File: src/rtl/alu_pkg.sv
// -----------------------------------------------------------------------------
// alu_pkg
// Shared definitions for the alu_core execution stage.
//   WIDTH_DEFAULT : default operand/result width.
//   alu_op_e      : 4-bit opcode encoding (ADD .. NAND, values 0-15).
// -----------------------------------------------------------------------------
package alu_pkg;

   localparam int WIDTH_DEFAULT = 5;

   typedef enum logic [3:0] {
      OP_ADD  = 4'd0,
      OP_SUB  = 4'd1,
      OP_INC  = 4'd2,
      OP_DEC  = 4'd3,
      OP_AND  = 4'd4,
      OP_OR   = 4'd5,
      OP_XOR  = 4'd6,
      OP_NOT  = 4'd7,
      OP_SHL  = 4'd8,
      OP_SHR  = 4'd9,
      OP_ROL  = 4'd10,
      OP_ROR  = 4'd11,
      OP_ASR  = 4'd12,
      OP_SLT  = 4'd13,
      OP_EQ   = 4'd14,
      OP_NAND = 4'd15
   } alu_op_e;

endpackage

File: src/rtl/alu_shifter.sv
// -----------------------------------------------------------------------------
// alu_shifter
// Combinational shift/rotate unit for opcodes SHL, SHR, ROL, ROR and ASR.
// Ports:
//   A    (in,  WIDTH) : operand to shift
//   k    (in,  3)     : shift/rotate amount
//   op   (in,  4)     : opcode; non-shift opcodes yield zero
//   res  (out, WIDTH) : shifted/rotated result
//   sout (out, 1)     : last bit shifted out (0 for rotates and k = 0)
// -----------------------------------------------------------------------------
module alu_shifter
   import alu_pkg::*;
#(
   parameter int WIDTH = WIDTH_DEFAULT
) (
   input  logic [WIDTH-1:0] A,
   input  logic [2:0]       k,
   input  alu_op_e          op,
   output logic [WIDTH-1:0] res,
   output logic             sout
);

   localparam int unsigned W_U = WIDTH;

   // One guard bit beyond the operand catches the last bit shifted out.
   // Amounts past WIDTH push everything (guard included) off the end, which
   // gives the required zero result and zero shift-out for free.
   logic               [WIDTH:0]   shl_ext;
   logic               [WIDTH:0]   shr_ext;
   logic signed        [WIDTH:0]   asr_ext;
   int unsigned                    rot_amt;
   logic               [WIDTH-1:0] rol_res;
   logic               [WIDTH-1:0] ror_res;

   always_comb begin
      shl_ext = {1'b0, A} << k;
      shr_ext = {A, 1'b0} >> k;
      // Sign fill keeps the guard bit equal to the sign once k >= WIDTH.
      asr_ext = $signed({A, 1'b0}) >>> k;

      rot_amt = 32'(k) % W_U;
      // With rot_amt = 0 the complementary shift is by WIDTH, i.e. zero.
      rol_res = (A << rot_amt) | (A >> (W_U - rot_amt));
      ror_res = (A >> rot_amt) | (A << (W_U - rot_amt));

      res  = '0;
      sout = 1'b0;
      case (op)
         OP_SHL: begin
            res  = shl_ext[WIDTH-1:0];
            sout = shl_ext[WIDTH];
         end
         OP_SHR: begin
            res  = shr_ext[WIDTH:1];
            sout = shr_ext[0];
         end
         OP_ROL: res = rol_res;
         OP_ROR: res = ror_res;
         OP_ASR: begin
            res  = asr_ext[WIDTH:1];
            sout = asr_ext[0];
         end
         default: begin
            res  = '0;
            sout = 1'b0;
         end
      endcase
   end

endmodule

File: src/rtl/alu_core.sv
// -----------------------------------------------------------------------------
// alu_core
// Registered WIDTH-bit ALU: arithmetic, bitwise, shift/rotate and compare,
// selected by a 4-bit opcode, with results presented one clock later.
// Optional feature macro: ALU_ZERO_FLAG_EN adds the registered Zero output.
// Ports:
//   clk   (in,  1)     : rising-edge clock
//   rst_n (in,  1)     : asynchronous active-low reset
//   S     (in,  4)     : opcode (alu_pkg::alu_op_e)
//   A     (in,  WIDTH) : operand A
//   B     (in,  WIDTH) : operand B (B[2:0] is the shift amount)
//   Y     (out, WIDTH) : registered result
//   Cout  (out, 1)     : registered carry/borrow/shift-out flag
//   Zero  (out, 1)     : registered Y == 0 (only with ALU_ZERO_FLAG_EN)
// -----------------------------------------------------------------------------
module alu_core
   import alu_pkg::*;
#(
   parameter int WIDTH = WIDTH_DEFAULT
) (
   input  logic             clk,
   input  logic             rst_n,
   input  logic [3:0]       S,
   input  logic [WIDTH-1:0] A,
   input  logic [WIDTH-1:0] B,
   output logic [WIDTH-1:0] Y,
   output logic             Cout
`ifdef ALU_ZERO_FLAG_EN
   ,
   output logic             Zero
`endif
);

   alu_op_e                   op;
   logic        [WIDTH:0]     sum_ext;
   logic        [WIDTH:0]     diff_ext;
   logic        [WIDTH:0]     inc_ext;
   logic signed [WIDTH-1:0]   a_s;
   logic signed [WIDTH-1:0]   b_s;
   logic        [WIDTH-1:0]   sh_res;
   logic                      sh_out;
   logic        [WIDTH-1:0]   y_d;
   logic                      cout_d;
   logic        [WIDTH-1:0]   y_q;
   logic                      cout_q;

   assign op  = alu_op_e'(S);
   assign a_s = A;
   assign b_s = B;

   alu_shifter #(
      .WIDTH (WIDTH)
   ) u_shifter (
      .A    (A),
      .k    (B[2:0]),
      .op   (op),
      .res  (sh_res),
      .sout (sh_out)
   );

   always_comb begin
      // Extra MSB carries the carry (ADD/INC) or the borrow (SUB).
      sum_ext  = {1'b0, A} + {1'b0, B};
      diff_ext = {1'b0, A} - {1'b0, B};
      inc_ext  = {1'b0, A} + {{WIDTH{1'b0}}, 1'b1};

      y_d    = '0;
      cout_d = 1'b0;
      case (op)
         OP_ADD: begin
            y_d    = sum_ext[WIDTH-1:0];
            cout_d = sum_ext[WIDTH];
         end
         OP_SUB: begin
            y_d    = diff_ext[WIDTH-1:0];
            cout_d = diff_ext[WIDTH];
         end
         OP_INC: begin
            y_d    = inc_ext[WIDTH-1:0];
            cout_d = inc_ext[WIDTH];
         end
         OP_DEC: begin
            y_d    = A - {{(WIDTH-1){1'b0}}, 1'b1};
            cout_d = (A == '0);
         end
         OP_AND:  y_d = A & B;
         OP_OR:   y_d = A | B;
         OP_XOR:  y_d = A ^ B;
         OP_NOT:  y_d = ~A;
         OP_SHL, OP_SHR, OP_ROL, OP_ROR, OP_ASR: begin
            y_d    = sh_res;
            cout_d = sh_out;
         end
         OP_SLT:  y_d = {{(WIDTH-1){1'b0}}, (a_s < b_s)};
         OP_EQ:   y_d = {{(WIDTH-1){1'b0}}, (A == B)};
         OP_NAND: y_d = ~(A & B);
         default: begin
            y_d    = '0;
            cout_d = 1'b0;
         end
      endcase
   end

   // Output register stage
   always_ff @(posedge clk or negedge rst_n) begin
      if (!rst_n) begin
         y_q    <= '0;
         cout_q <= 1'b0;
      end else begin
         y_q    <= y_d;
         cout_q <= cout_d;
      end
   end

   assign Y    = y_q;
   assign Cout = cout_q;

`ifdef ALU_ZERO_FLAG_EN
   logic zero_q;

   // Zero is computed from the next result so it lines up with Y.
   always_ff @(posedge clk or negedge rst_n) begin
      if (!rst_n) begin
         zero_q <= 1'b1;
      end else begin
         zero_q <= (y_d == '0);
      end
   end

   assign Zero = zero_q;
`endif

endmodule

File: config.mk
export PLATFORM = sky130hd
export DESIGN_NAME = alu_core
export DESIGN_NICKNAME = d
export VERILOG_FILES = /design/src/rtl/alu_pkg.sv /design/src/rtl/alu_shifter.sv /design/src/rtl/alu_core.sv
export SDC_FILE = /design/constraint.sdc
export NUM_CORES = 1
export LEC_CHECK = 0
export BUFFER_PORTS_ARGS = -buffer_cell sky130_fd_sc_hd__buf_2
export CAP_MARGIN = 10
export CORE_UTILIZATION = 33
export DETAILED_ROUTE_END_ITERATION = 8
export GPL_ROUTABILITY_DRIVEN = 0
export MAX_ROUTING_LAYER = met4
export PLACE_DENSITY = 0.58
export SLEW_MARGIN = 10
export SYNTH_ARGS = -nofsm -noshare
export SYNTH_HDL_FRONTEND = slang
export SYNTH_HIERARCHICAL = 1
export SYNTH_SLANG_ARGS = --single-unit
File: constraint.sdc
create_clock -name clk -period 1.1 [get_ports clk]
set_clock_uncertainty 0.15 [all_clocks]
set_input_delay 0.275 -clock clk [delete_from_list [all_inputs] [get_ports clk]]
set_output_delay 0.275 -clock clk [all_outputs]
set_load 0.02 [all_outputs]
==> impl_metrics.py <==
metrics = {
    "sta": {
        "tightest_slew_ps": 528.0,
        "min_period_over_period_pct": 303.1,
        "layout_min_cycle_time_ps": 3335,
        "setup_slack_ps": -2235,
        "slew_violations": 0,
        "setup_violations": 12,
        "slew_headroom_pct": 64.31,
        "max_freq_mhz": 299.9,
        "hold_viol": 0,
        "rsz0062_at_grt": "true",
    },
    "layout": {
        "drive_gt1_share_pct": 38.36,
        "fin_nets": 591,
        "stdcell_count": 652,
        "antenna_cells": 0,
        "areaGrowthSynthToFinish_pct": 53.62,
        "fillers": 756,
    },
    "detailed_routing": {
        "ant_nets": 0,
        "first_pass_iters": 6,
        "drt_drc_violations_left": 0,
        "dr.first_iter.drc_count": 315,
        "wl_per_cell_um": 17.45,
        "viasPerCell": 5.920,
        "routed_wl_um": 11380,
        "vias": 3860,
    },
    "worst_setup_path": {
        "crit_buf_inv": 5,
        "criticalPathCategory": "in2reg",
        "cp_max_fo": 5,
        "max_stage_delay_ps": 380,
        "start_kind": "input port",
        "end_kind": "register",
        "cp_num_cells": 21,
        "cp.arrival_ps": 3300,
        "critPathSlowestCell": "a2111o_1",
        "path_cells": "buf_6, inv_4, ha_4, inv_4, ha_4, buf_6, a21o_4, a21o_4, inv_4, ha_4, nor2_2, a32o_2, o221ai_4, a21oi_2, a211o_1, a2111o_1, nand2_2, a21oi_1, a31oi_1, nand4_1, a2bb2oi_1",
        "cp_top_family": "compound AO/OA/AOI/OAI gates",
        "required_ps": 1060,
    },
    "clock_tree": {
        "root_buffer": "clkbuf_8",
        "clk_pin_slew_ps": 40,
        "max-clock-path-buffers": 2,
        "cts_tree": "yes",
        "cts-htree-levels": 1,
        "cts-buffers-inserted": 3,
        "cts_sinks": 6,
    },
    "yosys": {
        "synth-seq-cells": 6,
        "synth_warnings": 6,
        "ys_seq_area_share_pct": 5.467,
        "yosysTopAreaCell": "ha_1",
        "synth-edff-count": 0,
        "syn_inst": 412,
        "ys_types": 76,
        "synthArstFlopShare_pct": 100.0,
        "avgSynthCellArea_um2": 6.666,
        "synthTopCellsByArea": "ha_1 9.6%, nand2_1 6.6%, dfrtp_1 5.5%",
        "syn_area_mm2": 0.002746,
        "synth_top_area_share_pct": 9.567,
        "synth_common_cells": "48 x nand2_1, 32 x nor2_1, 28 x a21oi_1, 28 x inv_1, 25 x o21ai_0",
        "synth_most_common_cell": "nand2_1",
        "syn_nets": 451,
        "synthFlopType": "dfrtp_1",
    },
    "placed_design": {
        "port-buffer-count": 21,
        "dp_slack_ps": -2501,
        "dp_hpwl_um": 8496,
        "dp.cells": 635,
    },
    "floorplanning": {
        "num_rows": 32,
        "die_h_um": 93.23,
        "dieWidth_um": 93.23,
        "initial_core_util_pct": 34.82,
        "core_mm2": 0.007888,
        "ios": 22,
        "fp.dieArea_mm2": 0.008691,
    },
    "global_route": {
        "overflow": 0,
        "grt_max_degree": 38,
        "grt_pass1_vias": 3630,
        "grt_pass1_wl_um": 18110,
        "grt_antenna_before_repair": 0,
        "track_usage_pct": 27.05,
    },
    "power": {
        "power.density_mw_per_mm2": 640.3,
        "power_w": 0.002701,
        "ir_worst_vdd_mv": 0.4067,
        "power.leakage_nw": 1.915,
    },
    "job": {
        "cap_viol_max_count": 0,
    },
    "outcome": {
        "outcome": "complete, but fails checks",
        "violations": "setup timing",
    },
    "hold_path": {
        "hp-class": "in2async",
    },
}
[flip-flops by register name, summed over array words and instances (netlist names)]
register,count
Y,5
Cout,1
[report_power, final]
part / total, W / switching, W / internal (W) / leakage [nW]
logic: 0.00206 / 0.00105 / 0.00101 / 1.82
registers: 0.000271 / 0.0000199 / 0.000252 / 0.0728
clock network: 0.000368 / 0.000130 / 0.000238 / 0.0216
[final timing paths]
check | startpoint | to | slack [ps]
worst max-delay path | B[0] | Y[2]$_DFF_PN0_ | -2230
worst min-delay path | rst_n | Y[3]$_DFF_PN0_ | 270
max in group asynchronous | rst_n | Y[0]$_DFF_PN0_ | 360
min in group clk | S[3] | Y[1]$_DFF_PN0_ | 420
[what timing repair did]
| item | in CTS | in global routing |
|---|---|---|
| endpoints found under the hold margin | 6 | 0 |
| pin swaps | 13 | 17 |
| buffers inserted | 5 | 8 |
| hold buffers | 1 | 0 |
| resized for setup | 29 | 24 |
| setup endpoints to repair | 12 | 12 |
[logic make-up (layout without fill, tap and decap cells)]
family | Yosys count | after routing | synth area share (%)
muxes | 18 | 18 | 7.289
adders and majority gates | 23 | 23 | 11.03
DFF | 6 | 6 | 5.467
AOI/OAI and AO/OA | 136 | 136 | 34.31
and+or+nand+nor | 158 | 158 | 28.47
xor gates and xnor gates | 7 | 7 | 2.506
buffers and inverters | 64 | 202 | 10.93
[layout make-up]
cell class	count	area, um2	area share, %
well taps	102	127.6	3.025
clock buffers	3	41.29	0.9786
inverters	29	127.6	3.025
flip-flops and latches	6	150.1	3.559
repair buffers	170	1308	30.99
multi-input cells	342	2465	58.42
[layout by cell type, fill, tap and decap left out, drive strengths merged, types with 6 or more instances in the layout]
cell type / count
a31oi: 7
a21oi: 29
xnor2: 6
mux2i: 14
nand2: 48
nand2b: 8
nand3: 14
o211ai: 7
dfrtp: 6
a211oi: 7
buf: 169
nor2b: 6
ha: 21
nor2: 32
inv: 28
o22ai: 8
o21ai: 26
nor3: 15
a22oi: 7
[per-layer routing]
metal  vias up  wire, um  global-route usage (%)
met5         -         0                       -
met4         0       379                   10.77
li1       1802         -                       -
met3        46       947                   2.683
met1      1775      4732                   33.89
met2       237      5318                   44.67
[metrics by stage]
step                hold WS, ps  TNS (ps)  util, %  cell area [um2]
floorplan                -170.6    -12570        -             2844
detailed placement       -24.51    -13470    48.97             3862
CTS                       256.7    -11860    51.48             4060
global route              294.0    -13240    53.49             4219
finish                    269.8    -12280    53.49             4219
global placement         -29.42    -13110    48.97             3862
No activity file was read; power rests on OpenSTA's default activity.
